**config.mk**
```make
export PLATFORM = sky130hd
export DESIGN_NAME = datamem_dump_ctrl_flat
export DESIGN_NICKNAME = d
export VERILOG_FILES = /design/src/rtl/datamem_dump_pkg.sv /design/src/rtl/datamem_dump_ctrl_if.sv /design/src/rtl/dump_addr_counter.sv /design/src/rtl/datamem_dump_ctrl.sv /design/src/flat_wrapper.sv
export SDC_FILE = /design/constraint.sdc
export NUM_CORES = 1
export LEC_CHECK = 0
export CAP_MARGIN = 10
export CORE_MARGIN = 2
export CORE_UTILIZATION = 40
export DETAILED_ROUTE_END_ITERATION = 7
export GPL_TIMING_DRIVEN = 0
export PLACE_DENSITY = 0.79
export SLEW_MARGIN = 20
export SYNTH_ARGS = -nofsm -noshare
export SYNTH_HDL_FRONTEND = slang
export SYNTH_SLANG_ARGS = --single-unit
```
**constraint.sdc**
```tcl
create_clock -name i_clock -period 1.7 [get_ports i_clock]
set_input_delay 0.34 -clock i_clock [delete_from_list [all_inputs] [get_ports i_clock]]
set_output_delay 0.34 -clock i_clock [all_outputs]
set_load 0.005 [all_outputs]
```
**src/rtl/datamem_dump_pkg.sv**
```systemverilog
// ----------------------------------------------------------------------------
// datamem_dump_pkg
// Shared definitions for the data-memory dump sequencer:
//   - NB_DUMP_ADDR   : width of the debug-port word address and word count
//   - NB_REG_DEFAULT : default data word width
//   - N_ADDR_DEFAULT : default data-memory depth in words (address wrap point)
//   - dump_state_e   : 3-bit FSM state encoding
// ----------------------------------------------------------------------------
package datamem_dump_pkg;

    localparam int NB_DUMP_ADDR   = 16;
    localparam int NB_REG_DEFAULT = 32;
    localparam int N_ADDR_DEFAULT = 2048;

    typedef enum logic [2:0] {
        ST_IDLE     = 3'd0,
        ST_ISSUE    = 3'd1,
        ST_CAPTURE  = 3'd2,
        ST_SEND     = 3'd3,
        ST_CHECKSUM = 3'd4,
        ST_DONE     = 3'd5
    } dump_state_e;

endpackage

```
**src/rtl/datamem_dump_ctrl_if.sv**
```systemverilog
// ----------------------------------------------------------------------------
// datamem_dump_ctrl_if
// Bundles the command, debug memory port, output stream and status signals of
// the dump sequencer.
//   slave  : sequencer view (inputs i_*, outputs o_*)
//   master : environment view (debug unit, memory, transmitter)
// Signals:
//   i_start/i_base_addr/i_count : dump command
//   o_mem_addr/o_mem_re/i_mem_data : data-memory debug read port
//   o_data/o_valid/i_ready : valid/ready word stream towards the UART framer
//   o_busy/o_done : status
// ----------------------------------------------------------------------------
interface datamem_dump_ctrl_if
    import datamem_dump_pkg::*;
#(
    parameter int NB_REG  = NB_REG_DEFAULT,
    parameter int NB_ADDR = NB_DUMP_ADDR
);
    logic               i_start;
    logic [NB_ADDR-1:0] i_base_addr;
    logic [NB_ADDR-1:0] i_count;
    logic [NB_ADDR-1:0] o_mem_addr;
    logic               o_mem_re;
    logic [NB_REG-1:0]  i_mem_data;
    logic [NB_REG-1:0]  o_data;
    logic               o_valid;
    logic               i_ready;
    logic               o_busy;
    logic               o_done;

    modport slave (
        input  i_start, i_base_addr, i_count, i_mem_data, i_ready,
        output o_mem_addr, o_mem_re, o_data, o_valid, o_busy, o_done
    );

    modport master (
        output i_start, i_base_addr, i_count, i_mem_data, i_ready,
        input  o_mem_addr, o_mem_re, o_data, o_valid, o_busy, o_done
    );

endinterface

```
**src/rtl/dump_addr_counter.sv**
```systemverilog
// ----------------------------------------------------------------------------
// dump_addr_counter
// Loadable word-address counter with modulo-N_ADDR wrap, plus a down-counter of
// words still to dump.
// Ports:
//   clk_i, rst_i : clock, synchronous active-high reset
//   load_i       : latch base_i (reduced modulo N_ADDR) and count_i
//   base_i       : first word address
//   count_i      : number of words
//   step_i       : one word done: address +1 (wrapping), remaining -1
//   addr_o       : current word address (registered)
//   last_o       : remaining == 1, i.e. the next step empties the counter
//   zero_o       : remaining == 0
// ----------------------------------------------------------------------------
module dump_addr_counter #(
    parameter int NB_ADDR = 16,
    parameter int N_ADDR  = 2048
) (
    input  logic               clk_i,
    input  logic               rst_i,
    input  logic               load_i,
    input  logic [NB_ADDR-1:0] base_i,
    input  logic [NB_ADDR-1:0] count_i,
    input  logic               step_i,
    output logic [NB_ADDR-1:0] addr_o,
    output logic               last_o,
    output logic               zero_o
);

    localparam logic [NB_ADDR-1:0] N_MOD    = NB_ADDR'(N_ADDR);
    localparam logic [NB_ADDR-1:0] ADDR_MAX = NB_ADDR'(N_ADDR - 1);

    logic [NB_ADDR-1:0] addr_q;
    logic [NB_ADDR-1:0] addr_d;
    logic [NB_ADDR-1:0] rem_q;
    logic [NB_ADDR-1:0] rem_d;

    // A depth covering the whole address space needs no reduction (and N_MOD
    // would truncate to zero).
    function automatic logic [NB_ADDR-1:0] wrap_base(input logic [NB_ADDR-1:0] a);
        logic [NB_ADDR-1:0] r;
        if (N_ADDR >= (1 << NB_ADDR)) begin
            r = a;
        end else begin
            r = a % N_MOD;
        end
        return r;
    endfunction

    function automatic logic [NB_ADDR-1:0] next_addr(input logic [NB_ADDR-1:0] a);
        logic [NB_ADDR-1:0] r;
        if (a == ADDR_MAX) begin
            r = {NB_ADDR{1'b0}};
        end else begin
            r = a + NB_ADDR'(1);
        end
        return r;
    endfunction

    // Next-state for address and remaining count.
    always_comb begin
        addr_d = addr_q;
        rem_d  = rem_q;
        if (load_i) begin
            addr_d = wrap_base(base_i);
            rem_d  = count_i;
        end else if (step_i) begin
            addr_d = next_addr(addr_q);
            rem_d  = rem_q - NB_ADDR'(1);
        end else begin
            addr_d = addr_q;
            rem_d  = rem_q;
        end
    end

    // Counter registers.
    always_ff @(posedge clk_i) begin
        if (rst_i) begin
            addr_q <= {NB_ADDR{1'b0}};
            rem_q  <= {NB_ADDR{1'b0}};
        end else begin
            addr_q <= addr_d;
            rem_q  <= rem_d;
        end
    end

    assign addr_o = addr_q;
    assign last_o = (rem_q == NB_ADDR'(1));
    assign zero_o = (rem_q == {NB_ADDR{1'b0}});

endmodule

```
**src/rtl/datamem_dump_ctrl.sv**
```systemverilog
// ----------------------------------------------------------------------------
// datamem_dump_ctrl
// Sequencer for the debug read port of the data memory. On a start command it
// reads i_count words from i_base_addr (wrapping at N_ADDR), one word per
// ISSUE/CAPTURE/SEND round, and presents each on a valid/ready stream.
// Ports:
//   i_clock : system clock
//   i_reset : synchronous, active-high reset (aborts a dump immediately)
//   bus     : datamem_dump_ctrl_if.slave (command, memory port, stream, status)
// Build option:
//   DATAMEM_DUMP_CHECKSUM_EN - append one beat carrying the modulo-2^NB_REG
//   sum of all dumped words; a zero-length dump then yields a single 0 beat.
// ----------------------------------------------------------------------------
module datamem_dump_ctrl
    import datamem_dump_pkg::*;
#(
    parameter int NB_REG  = NB_REG_DEFAULT,
    parameter int NB_ADDR = NB_DUMP_ADDR,
    parameter int N_ADDR  = N_ADDR_DEFAULT
) (
    input  logic          i_clock,
    input  logic          i_reset,
    datamem_dump_ctrl_if.slave bus
);

    dump_state_e        state_q;
    dump_state_e        state_d;
    logic [NB_REG-1:0]  data_q;
    logic [NB_REG-1:0]  data_d;
    logic               valid_q;
    logic               valid_d;
    logic               mem_re_q;
    logic               mem_re_d;
    logic               busy_q;
    logic               busy_d;
    logic               done_q;
    logic               done_d;
`ifdef DATAMEM_DUMP_CHECKSUM_EN
    logic [NB_REG-1:0]  acc_q;
    logic [NB_REG-1:0]  acc_d;
`endif

    logic               cnt_load_s;
    logic               cnt_step_s;
    logic [NB_ADDR-1:0] cnt_addr_s;
    logic               cnt_last_s;
    logic               cnt_zero_s;
    logic               handshake_s;

    assign handshake_s = valid_q & bus.i_ready;

    dump_addr_counter #(
        .NB_ADDR (NB_ADDR),
        .N_ADDR  (N_ADDR)
    ) u_addr_counter (
        .clk_i   (i_clock),
        .rst_i   (i_reset),
        .load_i  (cnt_load_s),
        .base_i  (bus.i_base_addr),
        .count_i (bus.i_count),
        .step_i  (cnt_step_s),
        .addr_o  (cnt_addr_s),
        .last_o  (cnt_last_s),
        .zero_o  (cnt_zero_s)
    );

    // FSM next-state and next values of all registered outputs.
    always_comb begin
        state_d    = state_q;
        data_d     = data_q;
        valid_d    = valid_q;
        mem_re_d   = 1'b0;
        done_d     = 1'b0;
        cnt_load_s = 1'b0;
        cnt_step_s = 1'b0;
`ifdef DATAMEM_DUMP_CHECKSUM_EN
        acc_d      = acc_q;
`endif
        case (state_q)
            ST_IDLE: begin
                if (bus.i_start) begin
                    cnt_load_s = 1'b1;
`ifdef DATAMEM_DUMP_CHECKSUM_EN
                    acc_d      = {NB_REG{1'b0}};
`endif
                    if (bus.i_count != {NB_ADDR{1'b0}}) begin
                        state_d  = ST_ISSUE;
                        mem_re_d = 1'b1;
                    end else begin
`ifdef DATAMEM_DUMP_CHECKSUM_EN
                        // Empty dump still carries its (zero) checksum beat.
                        state_d = ST_CHECKSUM;
                        data_d  = {NB_REG{1'b0}};
                        valid_d = 1'b1;
`else
                        state_d = ST_DONE;
                        done_d  = 1'b1;
`endif
                    end
                end else begin
                    state_d = ST_IDLE;
                end
            end
            ST_ISSUE: begin
                // Guard only: ISSUE is never entered with nothing left to read.
                if (cnt_zero_s) begin
                    state_d = ST_DONE;
                    done_d  = 1'b1;
                end else begin
                    state_d = ST_CAPTURE;
                end
            end
            ST_CAPTURE: begin
                data_d  = bus.i_mem_data;
                valid_d = 1'b1;
                state_d = ST_SEND;
            end
            ST_SEND: begin
                if (handshake_s) begin
                    valid_d    = 1'b0;
                    cnt_step_s = 1'b1;
`ifdef DATAMEM_DUMP_CHECKSUM_EN
                    acc_d      = acc_q + data_q;
`endif
                    if (cnt_last_s) begin
`ifdef DATAMEM_DUMP_CHECKSUM_EN
                        state_d = ST_CHECKSUM;
                        data_d  = acc_q + data_q;
                        valid_d = 1'b1;
`else
                        state_d = ST_DONE;
                        done_d  = 1'b1;
`endif
                    end else begin
                        state_d  = ST_ISSUE;
                        mem_re_d = 1'b1;
                    end
                end else begin
                    state_d = ST_SEND;
                end
            end
`ifdef DATAMEM_DUMP_CHECKSUM_EN
            ST_CHECKSUM: begin
                if (handshake_s) begin
                    valid_d = 1'b0;
                    state_d = ST_DONE;
                    done_d  = 1'b1;
                end else begin
                    state_d = ST_CHECKSUM;
                end
            end
`endif
            ST_DONE: begin
                state_d = ST_IDLE;
            end
            default: begin
                state_d = ST_IDLE;
                valid_d = 1'b0;
            end
        endcase
        busy_d = (state_d != ST_IDLE);
    end

    // State and output registers.
    always_ff @(posedge i_clock) begin
        if (i_reset) begin
            state_q  <= ST_IDLE;
            data_q   <= {NB_REG{1'b0}};
            valid_q  <= 1'b0;
            mem_re_q <= 1'b0;
            busy_q   <= 1'b0;
            done_q   <= 1'b0;
`ifdef DATAMEM_DUMP_CHECKSUM_EN
            acc_q    <= {NB_REG{1'b0}};
`endif
        end else begin
            state_q  <= state_d;
            data_q   <= data_d;
            valid_q  <= valid_d;
            mem_re_q <= mem_re_d;
            busy_q   <= busy_d;
            done_q   <= done_d;
`ifdef DATAMEM_DUMP_CHECKSUM_EN
            acc_q    <= acc_d;
`endif
        end
    end

    // The address register lives in the counter; it only changes on load or
    // step, so it is stable whenever o_mem_re is high.
    assign bus.o_mem_addr = cnt_addr_s;
    assign bus.o_mem_re   = mem_re_q;
    assign bus.o_data     = data_q;
    assign bus.o_valid    = valid_q;
    assign bus.o_busy     = busy_q;
    assign bus.o_done     = done_q;

endmodule
```
**src/flat_wrapper.sv**
```systemverilog
// flat-port wrapper written by rule: the top's interface ports become plain ports
module datamem_dump_ctrl_flat import datamem_dump_pkg::*;
#(
    parameter int NB_REG  = NB_REG_DEFAULT,
    parameter int NB_ADDR = NB_DUMP_ADDR,
    parameter int N_ADDR  = N_ADDR_DEFAULT
)
  (i_clock, i_reset, bus_i_start, bus_i_base_addr, bus_i_count, bus_i_mem_data, bus_i_ready, bus_o_mem_addr, bus_o_mem_re, bus_o_data, bus_o_valid, bus_o_busy, bus_o_done);
  datamem_dump_ctrl_if #(.NB_REG(NB_REG), .NB_ADDR(NB_ADDR)) bus_i ();
  input  logic i_clock;
  input  logic i_reset;
  input wire logic [$bits(bus_i.i_start)-1:0] bus_i_start;
  input wire logic [$bits(bus_i.i_base_addr)-1:0] bus_i_base_addr;
  input wire logic [$bits(bus_i.i_count)-1:0] bus_i_count;
  input wire logic [$bits(bus_i.i_mem_data)-1:0] bus_i_mem_data;
  input wire logic [$bits(bus_i.i_ready)-1:0] bus_i_ready;
  output wire logic [$bits(bus_i.o_mem_addr)-1:0] bus_o_mem_addr;
  output wire logic [$bits(bus_i.o_mem_re)-1:0] bus_o_mem_re;
  output wire logic [$bits(bus_i.o_data)-1:0] bus_o_data;
  output wire logic [$bits(bus_i.o_valid)-1:0] bus_o_valid;
  output wire logic [$bits(bus_i.o_busy)-1:0] bus_o_busy;
  output wire logic [$bits(bus_i.o_done)-1:0] bus_o_done;
  assign bus_i.i_start = bus_i_start;
  assign bus_i.i_base_addr = bus_i_base_addr;
  assign bus_i.i_count = bus_i_count;
  assign bus_i.i_mem_data = bus_i_mem_data;
  assign bus_i.i_ready = bus_i_ready;
  assign bus_o_mem_addr = bus_i.o_mem_addr;
  assign bus_o_mem_re = bus_i.o_mem_re;
  assign bus_o_data = bus_i.o_data;
  assign bus_o_valid = bus_i.o_valid;
  assign bus_o_busy = bus_i.o_busy;
  assign bus_o_done = bus_i.o_done;
  datamem_dump_ctrl #(.NB_REG(NB_REG), .NB_ADDR(NB_ADDR), .N_ADDR(N_ADDR)) u_core (.i_clock(i_clock), .i_reset(i_reset), .bus(bus_i));
endmodule
```
==> results of run 1 <==
## power by group through the flow
stage	combinational, mW	sequential [mW]	clock (mW)
floorplan	0.711	2.00	0
global placement	1.28	2.01	0
detailed placement	1.31	2.02	0
CTS	1.52	2.00	1.62
global route	1.87	2.04	1.70
finish	1.74	2.01	1.62
## cell usage after synthesis (3+ instances only)
library cell  instances  area share, %
a2111oi_0             3           0.80
buf_2                 4           0.61
xor2_1                3           0.80
nor4b_1               3           0.80
nand4_1               9            1.7
nand2_1              86            9.9
a22oi_1              10            2.3
ha_1                  3            1.1
nor3_1                5           0.76
a21oi_1              51            7.8
nand3_1              13            2.0
nand2b_1              5           0.95
a31oi_1               4           0.76
a32oi_1               3           0.80
o31a_2                3           0.92
inv_1                 6           0.69
clkbuf_1             21            2.4
or3_1                 5           0.95
or4_1                 3           0.69
xnor2_1               7            1.9
nor4_1                6            1.1
o22ai_1               3           0.57
a211oi_1              6            1.4
or4_4                 3            1.0
o31ai_1               4           0.92
o21ai_0              17            2.6
nor2_1               16            1.8
o211ai_1              4           0.92
dfxtp_1              71             43
## state kept, by name, indices dropped and copies added (netlist names)
signal / flops
u_core.state_q: 3
u_core.bus.o_mem_re: 1
u_core.bus.o_busy: 1
u_core.bus.o_done: 1
u_core.bus.o_valid: 1
u_core.u_addr_counter.addr_o: 16
u_core.bus.o_data: 32
u_core.u_addr_counter.rem_q: 16
## layout make-up
type,count,area [sq um]
sequential,71,1453
tap,105,131.4
fill,655,2723
clock inverter,6,108.9
clock buffer,9,123.9
inverter,6,22.52
multi-input combinational,303,1979
timing repair buffer,145,1396
buffer,23,155.1
## worst paths after layout
| kind | slack [ns] | startpoint | end | depth (start not counted) |
|---|---|---|---|---|
| hold reg to reg | 0.45 | u_core.bus.o_data[5] | u_core.bus.o_data[5] | 2 |
| hold / removal | 0.32 | bus_i_start | u_core.bus.o_busy | 2 |
| setup reg to reg | -0.18 | u_core.u_addr_counter.rem_q[10] | u_core.state_q[2] | 4 |
| setup / recovery | -0.18 | u_core.u_addr_counter.rem_q[10] | u_core.state_q[2] | 4 |
## what timing repair did
action                                  in CTS  in global routing
setup buffers                               15                 16
hold endpoints to repair                     0                  0
pin swaps                                    9                 19
gates resized for setup                     52                 53
endpoints found under the setup margin      67                 68
cloned                                       1                  0
## kinds of logic after synthesis
logic type | synth area share (%)
buffers and inverters | 3.705
XOR/XNOR | 2.674
AO/OA/AOI/OAI | 23.42
AND/OR/NAND/NOR | 25.67
adder cells (fa/ha/maj) | 1.146
flip-flops | 43.39
## routing by layer
| metal | vias to the layer above | wire length (um) |
|---|---|---|
| met5 | - | 0 |
| met1 | 1773 | 4753 |
| met4 | 0 | 266 |
| met3 | 29 | 636 |
| li1 | 1796 | - |
| met2 | 147 | 5744 |
## critical path: cells and delay by family (launching register included)
kind,cells,cell delay (ns)
flip-flops,1,0.32
AO/OA/AOI/OAI,1,0.18
AND/OR/NAND/NOR,3,1.33
## cell usage in the layout, fill, tap and decap left out, types with 7 or more instances in the layout
cell type	instances
clkbuf_8	11
dfxtp_1	52
a22oi_1	9
buf_6	7
clkdlybuf4s50_1	111
nor2_1	13
a21oi_1	49
clkbuf_2	8
buf_4	28
o21ai_0	10
nand3_1	12
nand2_1	85
xnor2_1	7
nand4_1	9
dfxtp_2	16
==> results.toml, run 1 <==
[floorplanning]
fp.coreArea_sq_mm = 0.008093
ios = 120
start_util_pct = 40.48
chipHeight_um = 94.50
row_count = 33
die_w_um = 94.50
dieArea_sq_mm = 0.008929

[clock_network]
cts_num_sinks = 71
clock_latency_ns = 0.35
h-tree-depth = 3
clock_path_buffers = 2
hold_buffers = 0
cts_tree = "built"
cts_root_buf = "clkbuf_8"
clk_pin_slew_ns = 0.08
cts_buffers = 9

[timing]
report.final.slew_viol_count = 0
hold_slack_ns = 0.3184
tightest_slew_ns = 0.6856
slew_headroom_pct = 54.29
setup_ws_ns = -0.1839
clock.fmax_mhz = 530.8
final_hold_viol_count = 0
layout_min_cycle_time_ns = 1.884
grt_setup_unrepaired = "yes"
finalSetupTns_ns = -0.9041
setup_viol = 12
fin_crit_sh_pct = 110.8
skew_ns = 0.009030

[place]
gp_congestion = 0.8485
placed_area_sq_mm = 0.004573
post-place-ws_ns = -0.8498
dp.cells = 623
port_buffers = 113
hpwlAfterDp_um = 7362

[routing]
drtIter0Drc = 260
vias = 3745
via_per_inst = 5.606
ant_nets = 0
drc = 0
wl_um = 11400
firstDrtPassIters = 6
wl_per_cell_um = 17.07

[yosys]
syn_area_sq_mm = 0.003276
ys_ff_latch = 71
syn_nets = 476
synth_top_flop_cell = "dfxtp_1"
postSynthCellCount = 405
ys_seq_area_share_pct = 43.39
synth.avg_cell_area_sq_um = 8.088
synth.distinct_cells = 50
synth_edf_count = 0
ys_warn_count = 0
synthArstFlopShare_pct = 0

[grt]
use_met2_pct = 42.92
grt_pass1_wl_um = 17260
grt_usage_pct = 24.49
grt-ovfl-total = 0
antenna_found_initial = 0
grt_util_met1_pct = 30.10
grt_max_degree = 13
grtUsageMet3_pct = 3.831
grt_pass1_vias = 3582
grt.busiest_layer = "met2"

[setup_path]
startpoint_type = "flop"
cp_common_cell = "or4_4"
worstPathMaxFanout = 4
crit_path_top_delay_cell = "or4_4"
critPathArrivalTime_ns = 2.17
crit_chain = "or4_4 > or4_4 > nor4_4 > o31a_2"
cp.required_ns = 1.99
end_kind = "flop"
max_stage_delay_ns = 0.56
crit_type = "flop to flop"

[power]
p_int_mw = 3.721
switching_power_mw = 1.650
p_clk_share_pct = 30.2
vdd_drop_max_mv = 0.5499
leakage_nw = 1.823
sw_frac_of_total_pct = 30.72
combPwrFrac_pct = 32.3
power_frac_seq_pct = 37.5
finalPower_mw = 5.370
powerDensity_mw_per_mm2 = 1000

[cells_and_area]
antenna_cells = 0
area.growth.synth_to_final_pct = 63.94
layout-drive-gt1-share_pct = 21.85
utilization_pct = 66.36
nets = 630
stdcell_area_sq_mm = 0.005370
finalNonFillerCells = 668

[status]
status = "complete, but fails checks"
violations = "setup timing"

[worst_hold_path]
holdCritPathClass = "input port to flop"

[flow_run]
cap_violations = 0
Note: power is estimated with default switching activity, not from simulation.
==> run 2, diff against run 1 <==
TNS_END_PERCENT = 20   (was default)
==> results.toml, run 2 (synthesis results as in run 1) <==
[floorplanning]
start_util_pct = 40.48
chipHeight_um = 94.50
ios = 120
fp.coreArea_sq_mm = 0.008093
die_w_um = 94.50
row_count = 33
dieArea_sq_mm = 0.008929

[setup_path]
end_kind = "flop"
cp_top_family = "simple AND/OR/NAND/NOR gates"
crit_path_top_delay_cell = "or4_4"
crit_buf_inv = 0
worstPathMaxFanout = 4
max_stage_delay_ns = 0.56
crit_type = "flop to flop"
cp_common_cell = "or4_4"
crit_chain = "or4_4 > or4_4 > nor4_4 > o31a_2"
critPathArrivalTime_ns = 2.21
startpoint_type = "flop"
cp.required_ns = 1.99

[grt]
grtUsageMet3_pct = 4.549
antenna_found_initial = 0
grt_usage_pct = 24.19
grt.busiest_layer = "met2"
grt_util_met1_pct = 30.34
grt_pass1_vias = 3583
grt_pass1_wl_um = 17020
grt_max_degree = 13
grt-ovfl-total = 0
use_met2_pct = 40.60

[timing]
grt_setup_unrepaired = "yes"
report.final.slew_viol_count = 0
slew_headroom_pct = 53.54
layout_min_cycle_time_ns = 1.921
tightest_slew_ns = 0.6969
final_hold_viol_count = 0
setup_ws_ns = -0.2209
skew_ns = 0.01033
clock.fmax_mhz = 520.6
fin_crit_sh_pct = 113.0
finalSetupTns_ns = -1.370
setup_viol = 14

[cells_and_area]
stdcell_area_sq_mm = 0.005202
largest_register_ff_count = 32
final_cell_mix = "clkdlybuf4s50_1, nand2_1, dfxtp_1"
nets = 616
finalNonFillerCells = 654
layout_commonest_cell = "clkdlybuf4s50_1"
layout-drive-gt1-share_pct = 19.49
antenna_cells = 0
area.growth.synth_to_final_pct = 58.82

[clock_network]
cts_buffers = 9
clk_pin_slew_ns = 0.08
cts_root_buf = "clkbuf_8"
cts_num_sinks = 71
h-tree-depth = 3
clock_path_buffers = 2
cts_tree = "built"
clock_latency_ns = 0.35

[power]
vdd_drop_max_mv = 0.4728
finalPower_mw = 4.986
leakage_nw = 1.748
powerDensity_mw_per_mm2 = 958.3

[worst_hold_path]
holdCritPathClass = "input port to flop"

[routing]
wl_um = 11000
firstDrtPassIters = 6
vias = 3686
drtIter0Drc = 237
via_per_inst = 5.636
ant_nets = 0
wl_per_cell_um = 16.81
drc = 0

[status]
status = "complete, but fails checks"
violations = "setup timing"

[place]
port_buffers = 113
dp.cells = 623
hpwlAfterDp_um = 7241
placed_area_sq_mm = 0.004566
post-place-ws_ns = -0.8443
gp_congestion = 0.8736

[flow_run]
cap_violations = 0
==> run 2: layout make-up <==
type / count / area (sq um)
plain buffers: 23 / 148.9
clock buffers: 10 / 137.6
clock inverters: 5 / 57.56
fillers: 690 / 2890
inverters: 6 / 22.52
multi-input cells: 303 / 1989
flip-flops and latches: 71 / 1450
well taps: 105 / 131.4
repair buffers: 131 / 1265
==> run 2: final timing paths <==
check / startpoint / end / cells after the start / slack (ns)
max reg2reg: u_core.u_addr_counter.rem_q[8] / u_core.state_q[2] / 4 / -0.22
min reg2reg: u_core.bus.o_data[6] / u_core.bus.o_data[6] / 2 / 0.46
min: bus_i_start / u_core.bus.o_busy / 2 / 0.44
max: u_core.u_addr_counter.rem_q[8] / u_core.state_q[2] / 4 / -0.22
==> run 2: worst register-to-register path: cells and delay by family (launching register included) <==
kind	cells	cell delay, ns
AND/OR/NAND/NOR	3	1.34
AO/OA/AOI/OAI	1	0.17
flip-flops	1	0.35
==> run 2: power breakdown <==
group / switching (mW) / total, mW / internal (mW)
Sequential: 0.174 / 2.02 / 1.85
Clock: 0.689 / 1.40 / 0.713
Combinational: 0.778 / 1.56 / 0.786
Total: 1.64 / 4.99 / 3.34
==> run 2: through the flow <==
| step | util, % | hold slack, ns |
|---|---|---|
| floorplan | - | 0.4486 |
| global placement | 56.42 | 0.4415 |
| detailed placement | 56.42 | 0.4455 |
| CTS | 62.23 | 0.4102 |
| global route | 64.29 | 0.4557 |
| finish | 64.29 | 0.4359 |
==> run 2: what timing repair did <==
action	4_1_cts	5_1_grt
pin swaps	9	8
resized for setup	57	47
endpoints found under the setup margin	67	69
endpoints found under the hold margin	0	0
setup buffers	10	7
hold buffers	0	0
gates cloned	1	0
==> run 2: per-layer routing <==
layer  vias up  part of all wire [%]
li1       1762                     -
met1      1738                    42
met2       155                    50
met3        31                   6.2
met4         0                   2.4
met5         -                     0
